### config.mk
export PLATFORM = sky130hd
export DESIGN_NAME = parity_frame_rx
export DESIGN_NICKNAME = d
export VERILOG_FILES = /design/src/rtl/parity_frame_rx.sv
export SDC_FILE = /design/constraint.sdc
export NUM_CORES = 1
export LEC_CHECK = 0
export ABC_AREA = 1
export BUFFER_PORTS_ARGS = -buffer_cell sky130_fd_sc_hd__clkbuf_2
export CAP_MARGIN = 20
export CORE_MARGIN = 1.5
export CORE_UTILIZATION = 61
export DETAILED_ROUTE_END_ITERATION = 10
export GPL_TIMING_DRIVEN = 0
export PLACE_DENSITY = 0.79
export SYNTH_ARGS = -nofsm -noshare
export SYNTH_HDL_FRONTEND = slang
export SYNTH_SLANG_ARGS = --single-unit
### constraint.sdc
create_clock -name clk -period 3.2 [get_ports clk]
set_input_delay 0.16 -clock clk [delete_from_list [all_inputs] [get_ports clk]]
set_output_delay 0.16 -clock clk [all_outputs]
set_load 0.005 [all_outputs]
### src/rtl/parity_frame_rx.sv
// parity_frame_rx: start/data/parity/stop serial receiver with parity and framing check; optional err_cnt_o via PARITY_FRAME_RX_ERR_CNT_EN
module parity_frame_rx #(
  parameter int DATA_W = 8,
  parameter int CLKS_PER_BIT = 4,
  parameter int PARITY_ODD = 0
) (
  input  logic              clk,
  input  logic              rst,
  input  logic              rx_i,
  output logic [DATA_W-1:0] data_o,
  output logic              valid_o,
  output logic              parity_err_o,
`ifdef PARITY_FRAME_RX_ERR_CNT_EN
  output logic              frame_err_o,
  output logic [7:0]        err_cnt_o
`else
  output logic              frame_err_o
`endif
);
  localparam int CW = $clog2(CLKS_PER_BIT);
  localparam int BW = DATA_W > 1 ? $clog2(DATA_W) : 1;
  localparam logic PODD = (PARITY_ODD != 0);
  typedef enum logic [2:0] {IDLE, START, DATA, PARITY, STOP, BRK} state_t;
  state_t state;
  logic [1:0] sync;
  logic [CW-1:0] cnt;
  logic [BW-1:0] bidx;
  logic [DATA_W-1:0] sh;
  logic p, rx_s, last, mid, perr_n;
  assign rx_s = sync[1];
  assign last = cnt == CW'(CLKS_PER_BIT - 1);
  assign mid = cnt == CW'(CLKS_PER_BIT / 2 - 1);
  assign perr_n = (^sh ^ p) != PODD;
  // two-flop synchroniser, idles high so reset never looks like a start bit
  always_ff @(posedge clk)
    if (rst) sync <= 2'b11;
    else sync <= {sync[0], rx_i};
  // frame FSM with registered word, status and pulse outputs
  always_ff @(posedge clk)
    if (rst) begin
      state <= IDLE;
      cnt <= '0;
      bidx <= '0;
      sh <= '0;
      p <= 1'b0;
      data_o <= '0;
      valid_o <= 1'b0;
      parity_err_o <= 1'b0;
      frame_err_o <= 1'b0;
`ifdef PARITY_FRAME_RX_ERR_CNT_EN
      err_cnt_o <= '0;
`endif
    end else begin
      valid_o <= 1'b0;
      cnt <= last ? '0 : cnt + 1'b1;
      case (state)
        IDLE: begin
          cnt <= '0;
          if (!rx_s) state <= START;
        end
        START:
          if (mid) begin
            cnt <= '0;
            bidx <= '0;
            state <= rx_s ? IDLE : DATA;
          end
        DATA:
          if (last) begin
            sh <= (sh >> 1) | (DATA_W'(rx_s) << (DATA_W - 1));
            bidx <= bidx + 1'b1;
            if (bidx == BW'(DATA_W - 1)) state <= PARITY;
          end
        PARITY:
          if (last) begin
            p <= rx_s;
            state <= STOP;
          end
        STOP:
          if (last) begin
            valid_o <= 1'b1;
            data_o <= sh;
            parity_err_o <= perr_n;
            frame_err_o <= ~rx_s;
            state <= rx_s ? IDLE : BRK;
`ifdef PARITY_FRAME_RX_ERR_CNT_EN
            if ((perr_n | ~rx_s) && err_cnt_o != 8'hFF) err_cnt_o <= err_cnt_o + 1'b1;
`endif
          end
        BRK: begin
          cnt <= '0;
          if (rx_s) state <= IDLE;
        end
        default: state <= IDLE;
      endcase
    end
endmodule
==> impl_metrics.tcl <==
set metrics [dict create \
    status "completed" \
    worst_pin_slew_ns 0.3582 \
    r2r_end "data_o[5]" \
    ys_warn_count 0 \
    placement_rows 16 \
    postCtsHoldBufs 0 \
    cts_resized 0 \
    syn_area_sq_mm 0.001369 \
    fmax_mhz 681.7 \
    maxCapViolCount 0 \
    grt_max_degree 11 \
    ff2ff_setup_slack_ns 1.73 \
    start_kind "flop" \
    post_cts_buffers 0 \
    clk_latency_ns 0.32 \
    async_flop_share_pct 0 \
    layout-drive-gt1-share_pct 18.81 \
    wire_per_inst_microns 11.47 \
    worst-endpoint-arrival_ns 1.71 \
    firstDrtPassIters 6 \
    die_w_microns 50.37 \
    grt_pass1_wl_mm 4.422 \
    crit_type "reg2reg" \
    synth_common_cells "nand2_1 (35), dfxtp_1 (30), inv_1 (21)" \
    drc_errors 0 \
    dr_total_vias 1231 \
    synthDominantCellAreaShare_pct 43.88 \
    p_leak_nw 0.7225 \
    cts_buffer_depth 2 \
    gp_congestion 0.8996 \
    cts_tree "yes" \
    ys_ff_latch 30 \
    slew_headroom_pct 76.12 \
    synthToLayoutAreaGrowth_pct 10.97 \
    finalCriticalPeriod_ns 1.467 \
    ios 14 \
    synth_edf_count 0 \
    fin_tns_setup_ns 0 \
    postRouteAntennaNets 0 \
    grt_setup_unrepaired "false" \
    n_antenna_cell 0 \
    holdPathEnd "sync[0]" \
    coreArea_sq_mm 0.002042 \
    synth_ff_type "dfxtp_1" \
    hold_depth 2 \
    clock_skew_ns 0.01186 \
    end_kind "flop" \
    irDropWorstVdd_uv 526.4 \
    hold_viol 0 \
    synthTopCellsByArea "dfxtp_1 (44%), nand2_1 (9.6%), a21oi_1 (7.3%), o21ai_0 (6.2%), inv_1 (5.8%)" \
    crit_fanout 10 \
    synthesis.instances 183 \
    viasPerCell 5.376 \
    wl_mm 2.626 \
    hp-class "in2reg" \
    syn-num-nets 191 \
    nNetsFinal 211 \
    drtIter0Drc 24 \
    place_area_sq_mm 0.001468 \
    fin_area_sq_mm 0.001519 \
    hold-worst-slack_ns 0.03435 \
    required_ns 3.45 \
    yosysSeqAreaShare_pct 43.88 \
    initial_core_util_pct 67.03 \
    synth_top_area_cell "dfxtp_1" \
    htree_levels 2 \
    clk_pin_slew_worst_paths_ns 0.08 \
    synth.most_common_cell "nand2_1" \
    hpwl_mm 1.940 \
    grt-ovfl-total 0 \
    avgSynthCellArea_sq_um 7.480 \
    portBuffers 13 \
    antenna_found_initial 0 \
    die_h_microns 50.37 \
    grt_util_all_layers_pct 23.29 \
    final_max_slew_viol_count 0 \
    pwr_density_cell_mw_per_mm2 637.2 \
    clkSinkCount 30 \
    grt_pass1_vias 1089 \
    rr_startpoint "cnt[0]" \
    reg2regPathDepth 6 \
    fp.dieArea_sq_mm 0.002537 \
    setup_violations 0 \
    synthDistinctLibCells 23 \
    timing.final.crit_share_pct 45.84 \
    cts_root_buffer "clkbuf_4" \
    worstHoldStart "rx_i" \
    cts_made_buffers 5 \
]
power by group:
group / switching (W) / internal [W] / total, W
logic: 0.000202 / 0.000108 / 0.000311
registers: 0.0000447 / 0.000402 / 0.000447
clock network: 0.000112 / 0.0000988 / 0.000211
total: 0.000359 / 0.000609 / 0.000968
state kept, by name, indices dropped and copies added (netlist names), 2 cells and up:
register  count
sh            8
state         3
sync          2
cnt           2
bidx          3
data_o        8
layout make-up:
type,instances,area (sq um)
well taps,27,33.78
clock buffers,6,51.30
multi-input cells,126,651.9
flip-flops and latches,30,600.6
inverters,23,86.33
plain buffers,4,30.03
repair buffers,13,65.06
fillers,169,523.0
worst max path at each step:
stage,start,to,cells after the start
3_3_place_gp,cnt[0],data_o[5],6
4_1_cts,cnt[0],data_o[6],6
3_5_place_dp,cnt[0],data_o[6],6
5_1_grt,cnt[0],data_o[7],6
2_1_floorplan,cnt[0],data_o[6],6
6_report,cnt[0],data_o[5],6
kinds of logic after synthesis:
logic type               synth area share, %
AO/OA/AOI/OAI                          17.82
XOR/XNOR                              0.6400
adder cells (fa/ha/maj)                4.570
buffers and inverters                  8.501
flip-flops                             43.88
AND/OR/NAND/NOR                        24.59
layout by cell type (no fill, tap or decap):
cell      Yosys  routed
nand2_1      35      35
dfxtp_1      30      30
inv_1        21      21
a21oi_1      20      20
o21ai_0      17      17
nor2_1       13      13
clkbuf_2      0      13
nand3_1      10      10
o21ai_1       7       7
ha_1          5       5
clkbuf_4      0       5
nor2_2        4       4
or2_2         3       3
nand2_2       3       3
inv_2         2       2
nor2_4        2       2
buf_4         2       2
a22oi_1       2       2
nand3_2       1       1
buf_6         1       1
clkbuf_1      1       1
a21oi_2       1       1
nor3_1        1       1
xor2_1        1       1
nand4_1       1       1
clkbuf_8      0       1
layer usage:
metal / vias up / part of all wire, % / track usage, % / wire (microns)
met2: 39 / 44 / 35.31 / 1153
met5: - / 0 / 0 / 0
met3: 4 / 6.5 / 8.333 / 172
met1: 554 / 49 / 29.77 / 1276
li1: 634 / - / - / -
met4: 0 / 0.91 / 10.36 / 24
worst max-delay path: stages (launching register included):
cell and delay, ns:
dfxtp_1 0.36, ha_1 0.25, inv_1 0.15, nor2_4 0.25, buf_4 0.21, o21ai_1 0.07
a21oi_1 0.11
metrics by stage:
| step | util, % | power [W] | setup WS [ns] | cells |
|---|---|---|---|---|
| after floorplan | - | 0.0007031 | 1.960 | 183 |
| after global placement | 71.88 | 0.0007453 | 1.810 | 223 |
| after detailed placement | 71.88 | 0.0007595 | 1.745 | 223 |
| after CTS | 74.39 | 0.0009696 | 1.723 | 229 |
| after global routing | 74.39 | 0.001048 | 1.638 | 229 |
| final | 74.39 | 0.0009679 | 1.733 | 229 |
Note: power is estimated with default switching activity, not from simulation.
